$ cat config.mk
export PLATFORM = sky130hd
export DESIGN_NAME = sync_fifo_param
export DESIGN_NICKNAME = d
export VERILOG_FILES = /design/src/rtl/sync_fifo_pkg.sv /design/src/rtl/fifo_mem_2p.sv /design/src/rtl/sync_fifo_param.sv
export SDC_FILE = /design/constraint.sdc
export NUM_CORES = 1
export LEC_CHECK = 0
export ABC_AREA = 0
export BUFFER_PORTS_ARGS = -buffer_cell sky130_fd_sc_hd__buf_2
export CORE_ASPECT_RATIO = 1.75
export CORE_MARGIN = 8
export CORE_UTILIZATION = 30
export DETAILED_ROUTE_END_ITERATION = 10
export GPL_TIMING_DRIVEN = 0
export SLEW_MARGIN = 25
export SYNTH_ARGS = -nofsm -noshare
export SYNTH_HDL_FRONTEND = slang
export SYNTH_SLANG_ARGS = --single-unit
$ cat constraint.sdc
create_clock -name clk -period 6.5 [get_ports clk]
set_clock_uncertainty 0.2 [all_clocks]
set_input_delay 0 -clock clk [delete_from_list [all_inputs] [get_ports clk]]
set_output_delay 0 -clock clk [all_outputs]
set_load 0.02 [all_outputs]
$ cat src/rtl/sync_fifo_pkg.sv
//==============================================================================
// Module      : sync_fifo_pkg
// Description : Shared defaults and pointer/count width helpers for the
//               parametrised synchronous FIFO.
// Revision    : 1.0 - initial release
//==============================================================================
`default_nettype none

package sync_fifo_pkg;

    localparam int DEF_DATA_W    = 8;
    localparam int DEF_DEPTH     = 8;
    localparam int DEF_AF_MARGIN = 2;
    localparam int DEF_AE_MARGIN = 2;

    // Address width of the storage array; never below one bit.
    function automatic int ptr_w(input int depth);
        return (depth > 1) ? $clog2(depth) : 1;
    endfunction

    // Occupancy spans 0..DEPTH inclusive, hence one extra bit.
    function automatic int cnt_w(input int depth);
        return ptr_w(depth) + 1;
    endfunction

endpackage

`default_nettype wire

$ cat src/rtl/fifo_mem_2p.sv
//==============================================================================
// Module      : fifo_mem_2p
// Description : DEPTH x DATA_W register array, one synchronous write port and
//               one asynchronous read port. Contents are not reset.
// Revision    : 1.0 - initial release
//==============================================================================
`default_nettype none

module fifo_mem_2p
    import sync_fifo_pkg::*;
#(
    parameter int DATA_W = DEF_DATA_W,
    parameter int DEPTH  = DEF_DEPTH,
    parameter int ADDR_W = ptr_w(DEPTH)
) (
    input  logic              clk,
    input  logic              wr_en,
    input  logic [ADDR_W-1:0] wr_addr,
    input  logic [DATA_W-1:0] wr_data,
    input  logic [ADDR_W-1:0] rd_addr,
    output logic [DATA_W-1:0] rd_data
);

    logic [DATA_W-1:0] mem_q [DEPTH];

    always_ff @(posedge clk) begin
        if (wr_en) begin
            mem_q[wr_addr] <= wr_data;
        end
    end

    assign rd_data = mem_q[rd_addr];

endmodule

`default_nettype wire

$ cat src/rtl/sync_fifo_param.sv
//==============================================================================
// Module      : sync_fifo_param
// Description : Parametrised single-clock FIFO with occupancy count,
//               programmable almost-full/almost-empty and sticky error flags.
//               Define SYNC_FIFO_FWFT_EN for first-word fall-through output;
//               default is a registered read with one cycle latency.
// Revision    : 1.0 - initial release
//==============================================================================
`default_nettype none

module sync_fifo_param
    import sync_fifo_pkg::*;
#(
    parameter int DATA_W    = DEF_DATA_W,
    parameter int DEPTH     = DEF_DEPTH,
    parameter int AF_MARGIN = DEF_AF_MARGIN,
    parameter int AE_MARGIN = DEF_AE_MARGIN
) (
    input  logic                     clk,
    input  logic                     reset,
    input  logic                     w_en,
    input  logic                     r_en,
    input  logic [DATA_W-1:0]        data_in,
    input  logic                     err_clr,
    output logic [DATA_W-1:0]        data_out,
    output logic                     full,
    output logic                     empty,
    output logic                     almostfull,
    output logic                     almostempty,
    output logic [cnt_w(DEPTH)-1:0]  count,
    output logic                     overflow,
    output logic                     underflow
);

    localparam int c_ptr_w = ptr_w(DEPTH);
    localparam int c_cnt_w = cnt_w(DEPTH);

    localparam logic [c_ptr_w-1:0] c_ptr_one  = c_ptr_w'(1);
    localparam logic [c_cnt_w-1:0] c_cnt_one  = c_cnt_w'(1);
    localparam logic [c_cnt_w-1:0] c_full_lvl = c_cnt_w'(DEPTH);
    localparam logic [c_cnt_w-1:0] c_af_lvl   = c_cnt_w'(DEPTH - AF_MARGIN);
    localparam logic [c_cnt_w-1:0] c_ae_lvl   = c_cnt_w'(AE_MARGIN);

    logic [c_ptr_w-1:0] w_ptr_q, w_ptr_d;
    logic [c_ptr_w-1:0] r_ptr_q, r_ptr_d;
    logic [c_cnt_w-1:0] count_q, count_d;
    logic               overflow_q, overflow_d;
    logic               underflow_q, underflow_d;
    logic               wr_acc, rd_acc;
    logic [DATA_W-1:0]  mem_rdata;

    fifo_mem_2p #(
        .DATA_W (DATA_W),
        .DEPTH  (DEPTH),
        .ADDR_W (c_ptr_w)
    ) u_mem (
        .clk     (clk),
        .wr_en   (wr_acc),
        .wr_addr (w_ptr_q),
        .wr_data (data_in),
        .rd_addr (r_ptr_q),
        .rd_data (mem_rdata)
    );

    // Every status output decodes the registered count only.
    assign full        = (count_q == c_full_lvl);
    assign empty       = (count_q == '0);
    assign almostfull  = (count_q >= c_af_lvl);
    assign almostempty = (count_q <= c_ae_lvl);
    assign count       = count_q;
    assign overflow    = overflow_q;
    assign underflow   = underflow_q;

    always_comb begin
        wr_acc  = w_en && !full;
        rd_acc  = r_en && !empty;
        w_ptr_d = wr_acc ? (w_ptr_q + c_ptr_one) : w_ptr_q;
        r_ptr_d = rd_acc ? (r_ptr_q + c_ptr_one) : r_ptr_q;

        count_d = count_q;
        case ({wr_acc, rd_acc})
            2'b10:   count_d = count_q + c_cnt_one;
            2'b01:   count_d = count_q - c_cnt_one;
            default: count_d = count_q;
        endcase

        // A fresh error on the clearing edge keeps the flag set.
        overflow_d  = (w_en && full)  || (overflow_q  && !err_clr);
        underflow_d = (r_en && empty) || (underflow_q && !err_clr);
    end

    always_ff @(posedge clk or negedge reset) begin
        if (!reset) begin
            w_ptr_q     <= '0;
            r_ptr_q     <= '0;
            count_q     <= '0;
            overflow_q  <= 1'b0;
            underflow_q <= 1'b0;
        end else begin
            w_ptr_q     <= w_ptr_d;
            r_ptr_q     <= r_ptr_d;
            count_q     <= count_d;
            overflow_q  <= overflow_d;
            underflow_q <= underflow_d;
        end
    end

`ifdef SYNC_FIFO_FWFT_EN
    // Head word is shown while occupied; no bypass from the write port.
    assign data_out = empty ? '0 : mem_rdata;
`else
    logic [DATA_W-1:0] data_out_q, data_out_d;

    always_comb begin
        data_out_d = rd_acc ? mem_rdata : data_out_q;
    end

    always_ff @(posedge clk or negedge reset) begin
        if (!reset) begin
            data_out_q <= '0;
        end else begin
            data_out_q <= data_out_d;
        end
    end

    assign data_out = data_out_q;
`endif

endmodule

`default_nettype wire

Word level (Yosys, flattened, before mapping):

Memories as Yosys holds them, arrays and structs flattened. A register that Yosys moved wholly into a read port is not among the register bits.
Index checks and enable logic that the tools add are counted.

* order comparisons: 2
* multiplexer cells: 3
* eq/ne operators: 3
* reductions and logical operators: 14
* add/sub/neg operators: 4

Operators with widths (count)
* 4-bit case mux with 2 select lines: 1
* 3-bit by 1-bit adder with 3-bit output (second input constant): 2
* 1-bit logical AND: 6
* 4-bit by 1-bit adder with 4-bit output (second input constant): 1
* 4-bit equality test (second input constant): 1
* 4-bit by 3-bit greater-or-equal comparator with 1-bit output (second input constant): 1
* 4-bit by 2-bit <= comparator with 1-bit output (second input constant): 1
* 1-bit zero test: 4
* 4-bit zero test: 1
* 4-bit by 1-bit subtractor with 4-bit output (second input constant): 1
* 2-bit by 1-bit equality test with 1-bit output (second input constant): 1
* 2-bit equality test (second input constant): 1
* 1-bit logical OR: 2
* 1-bit two-way mux: 2
* 2-bit nonzero test: 1

* memory bits (writable): 64
* bits in registers: 12
* output and inout bits: 18
* memories kept: 1
* input port bits: 13
* word-level logic and storage cells: 32

Memories
* u_mem.mem_q: depth 8, width 8, read ports 1, clocked after memory_dff 1, wr ports 1, RTL line fifo_mem_2p.sv:24 `logic [DATA_W-1:0] mem_q [DEPTH];`

Depth between registers and ports, before layout:

* depth in word-level cells: 5
* depth in mapped cells: 12
* mapped depth without buffers: 10

Hierarchy:

Synthesis repeated with hierarchy kept, for this count alone.

* cell total of the unflattened synthesis: 188
* area, all modules: 3553.4 µm²

By module, submodules not included
* fifo_mem_2p: cells an instance 106, instances 1, seq. area each 1921.8 µm², area an instance 2531.2 µm²
* sync_fifo_param: cells an instance 82, instances 1, seq. area each 500.5 µm², area an instance 1022.2 µm²

Worst setup path before layout:

OpenSTA, ideal clock, no wires.

* kind: reg2reg
* start point: register count_q[1] (netlist: count[1])
* end point: register count_q[2] (netlist: count[2])
* path slack: 3.650 ns
* buffers on the path: 1
* data required time: 6.175 ns
* clock period less this slack: 2.850 ns
* arrival: 2.525 ns
* library setup time: 0.125 ns
* stages on the path, launching flop included: 12
* cell sequence: dfrtp_1 -> buf_2 -> nor4b_2 -> nor2b_1 -> inv_1 -> ha_1 -> xor2_1 -> ha_1 -> a21oi_1 -> xor2_1 -> nor2_1 -> xor2_1

* cells in the longest elaborated chain, start to end: 5
* elaborated cells on any way between the ends: 12
* those cells by class: add/sub: 2; eq/ne: 3; mux: 1; reduce/logical: 6

Ends and longest elaborated chain
* start: declaration: RTL line sync_fifo_param.sv:46 `logic [c_cnt_w-1:0] count_q, count_d;`
* start signal: assignment: RTL line sync_fifo_param.sv:102 `count_q <= count_d;`
* 4-bit equality test (*): RTL line sync_fifo_param.sv:66 `assign full = (count_q == c_full_lvl);`
* via full: RTL line sync_fifo_param.sv:26 `output logic full,`
* 1-bit zero test (*): RTL line sync_fifo_param.sv:75 `wr_acc = w_en && !full;`
* 1-bit logical AND (*): RTL line sync_fifo_param.sv:75
* 2-bit by 1-bit equality test with 1-bit output or 2-bit equality test (tied branches): RTL line sync_fifo_param.sv:81 `case ({wr_acc, rd_acc})`
* 4-bit case mux with 2 select lines or 2-bit nonzero test (tied branches)

The timed path passes the listed nets; every way through them passes the cells marked *.
A chain may end at the register's enable or synchronous reset.

Final worst setup path:

* start point: register count_q[1] (netlist: count[1])
* end point: register count_q[2] (netlist: count[2])

* cells in the longest elaborated chain, start to end: 5
* elaborated cells on any way between the ends: 12
* those cells by class: add/sub: 2; eq/ne: 3; mux: 1; reduce/logical: 6

Ends and longest elaborated chain
* 4-bit zero test (*): RTL line sync_fifo_param.sv:67 `assign empty = (count_q == '0);`
* 1-bit zero test (*): RTL line sync_fifo_param.sv:76 `rd_acc = r_en && !empty;`
* 1-bit logical AND (*): RTL line sync_fifo_param.sv:76
* via rd_acc: RTL line sync_fifo_param.sv:49 `logic wr_acc, rd_acc;`
* 2-bit by 1-bit equality test with 1-bit output or 2-bit equality test (tied branches): RTL line sync_fifo_param.sv:81
* 4-bit case mux with 2 select lines or 2-bit nonzero test (tied branches)

Marks and branches as above.

==> impl_metrics.toml <==
[outcome]
status = "complete, no violations"

[die]
rows = 52
die_w_um = 97.9
die_h_um = 159
start_util_pct = 30.6
pin_count = 31
dieArea_um2 = 15600
core-area_um2 = 11500

[grt]
overflow = 0
antenna_found_initial = 0
grt_pass1_vias = 2111
grt_pass1_wl_um = 10800
grt_start_max_net_pins = 21
track_usage_pct = 9.09

[routing]
drt_pass1_iterations = 4
drt_iter0_drc = 68
drc = 0
via_count = 1889
via_per_inst = 4.55
ant_nets = 0
wire_per_inst_um = 15.7
wirelength_um = 6530

[cts]
h-tree-depth = 3
hold_buffers = 14
cts_tree = "done"
cts_root_buf = "clkbuf_16"
cts_max_path_buffers = 2
cts_sinks = 84
clk_pin_slew_worst_paths_ns = 0.06
cts.repair.resized = 0
cts-buffers-inserted = 9
cts_setup_buffers = 0
clk-insertion-delay-late_ns = 0.33

[power]
combPwrFrac_pct = 34.9
p_sw_mw = 0.665
p_leak_nw = 1.62
vdd_ir_drop_max_mv = 0.121
p_seq_share_pct = 39.4
switching_share_pct = 33.7
power.density_nw_per_um2 = 461
power_frac_clock_pct = 25.7
p_int_mw = 1.31

[logic_synthesis]
synth_top_area_share_pct = 54.6
synthXorXnorAreaFrac_pct = 1.99
synthAdderAreaFrac_pct = 1.78
synth_commonest_cells = "64 x edfxtp_1, 22 x nand2_1, 20 x dfrtp_1"
synth_area_um2 = 3520
synth_top_family_by_area = "multiplexers"
syn_nets = 239
yosysTopAreaCell = "edfxtp_1"
synth.top_cells.by_area = "edfxtp_1 55%, dfrtp_1 14%, mux2_2 5.4%"
postSynthCellCount = 221
synth_most_common_cell = "edfxtp_1"
synthArstFlopShare_pct = 23.8
syn_avg_cell_area_um2 = 15.9
yosysUniqueCellTypes = 34
synthFlopType = "edfxtp_1"
synth_compound_area_share_pct = 7.07
synth-seq-cells = 84
synth-simple-area-share_pct = 6.72
synthMuxAreaShare_pct = 9.99
synth-edff-count = 64
yosysWarnings = 0
yosysSeqAreaShare_pct = 68.8

[setup_path]
critPathTopFamily = "XOR/XNOR gates"
cp.required_ns = 6.52
max_stage_delay_ns = 0.38
path_max_fanout = 10
criticalPathCategory = "flip-flop to flip-flop"
arrival_ns = 2.76
critPathBufInv = 3
critPathSlowestCell = "dfrtp_1"
r2r_setup_slack_ns = 3.76
start_kind = "flip-flop"
path_cells = "buf_2, nor4_4, nand2b_1, buf_6, inv_2, ha_1, xor2_1, ha_1, a21oi_1, xor2_1, nor2_1, xor2_1"
critPathMostFrequentCell = "xor2_1"
end_kind = "flip-flop"

[sta]
grt_setup_unrepaired = "false"
relSlewSlack_pct = 46.9
period_needed_ns = 2.74
timing.final.crit_share_pct = 42.2
drv_slew = 0
hold_violations = 0
clock.fmax_mhz = 365
setup_tns_ns = 0
setup_viol = 0
worst_slew_pin_slew_ns = 0.794

[placement]
place_congestion = 0.720
placed_cells = 386
dp_hpwl_um = 4990
dpl-instance-area_um2 = 3850
port_buffers = 30

[cells_and_area]
area_growth_pct = 21.6
layout.nets = 294
final_core_util_pct = 37.2
final_cells = 415
antenna_cells = 0
design_area_um2 = 4280
drive_gt1_share_pct = 30.4

[min_path]
hold_path_class = "input port to async pin"

[job]
max_cap_viol_count = 0
==> power by group through the flow <==
stage | clock network (mW) | logic, mW | registers [mW]
4_1_cts | 0.515 | 0.708 | 0.779
3_3_place_gp | 0 | 0.684 | 0.781
5_1_grt | 0.535 | 0.758 | 0.793
2_1_floorplan | 0 | 0.469 | 0.823
3_5_place_dp | 0 | 0.698 | 0.789
6_report | 0.507 | 0.690 | 0.779
==> cells by family after synthesis <==
kind of cell	count (synthesis)
flops	84
simple gates	45
mux	33
xor+xnor	8
compound gates	32
fa+ha+maj	5
buf+inv	14
==> state kept, by name, summed over array words and instances, names as in the netlist <==
name / flops
u_mem.mem_q: 64
data_out: 8
count: 4
r_ptr_q: 3
w_ptr_q: 3
overflow: 1
underflow: 1
==> cell usage in the layout, fill, tap and decap left out, drive strengths merged <==
cell type	netlist	final
nand4b	1	1
o21ai	11	11
mux2i	16	16
buf	9	39
nor3	2	2
clkbuf	1	11
mux2	17	17
nor4	1	1
clkinv	0	2
dlygate4sd3	0	13
nand2	23	23
clkinvlp	0	1
nor2b	2	2
ha	5	5
inv	4	6
a211oi	1	1
xnor2	4	4
nand3b	1	1
a221o	8	8
o22a	1	1
a21o	1	1
o22ai	8	8
xor2	4	4
nand4bb	1	1
dfrtp	20	20
bufinv	0	1
nand2b	5	5
a21oi	2	2
nor4b	1	1
edfxtp	64	64
nor2	8	8
==> per-layer routing <==
layer | up-vias | part of all wire [%] | global-route usage (%)
li1 | 935 | - | -
met1 | 906 | 36 | 8.15
met2 | 37 | 58 | 17.3
met3 | 11 | 3.1 | 2.58
met4 | 0 | 2.7 | 5.50
met5 | - | 0 | 0
==> final timing paths <==
check	start	endpoint	cells past startpoint
setup / recovery	count[1]$_DFFE_PN0P_	count[2]$_DFFE_PN0P_	12
hold reg to reg	data_out[4]$_DFFE_PN0P_	data_out[4]$_DFFE_PN0P_	2
hold / removal	reset	count[2]$_DFFE_PN0P_	3
min in group clk	err_clr	overflow$_DFF_PN0_	3
setup reg to reg	count[1]$_DFFE_PN0P_	count[2]$_DFFE_PN0P_	12
max in group asynchronous	reset	data_out[4]$_DFFE_PN0P_	3
==> worst register-to-register path, delay by kind of cell (launching register included) <==
| family | cells | cell delay (ns) |
|---|---|---|
| compound gates | 1 | 0.16 |
| xor+xnor | 3 | 0.50 |
| fa+ha+maj | 2 | 0.45 |
| flops | 1 | 0.38 |
| buf+inv | 3 | 0.45 |
| simple gates | 3 | 0.49 |
==> metrics by stage <==
step	total power, mW	setup slack (ns)	hold slack (ns)
6_report	1.98	3.76	0.0551
5_1_grt	2.09	3.55	0.103
4_1_cts	2.00	3.74	0.220
3_5_place_dp	1.49	3.75	-0.217
3_3_place_gp	1.47	3.67	-0.224
2_1_floorplan	1.29	3.65	-0.496
==> cell type report <==
class                      count  area [um2]
buffer                        10         113
timing repair buffer          44         285
multi-input combinational    123         980
fill                        1058        7230
clock buffer                   9         225
tap                          135         169
sequential                    84        2420
clock inverter                 6        72.6
inverter                       4        15.0
(Power assumes the default switching activity.)
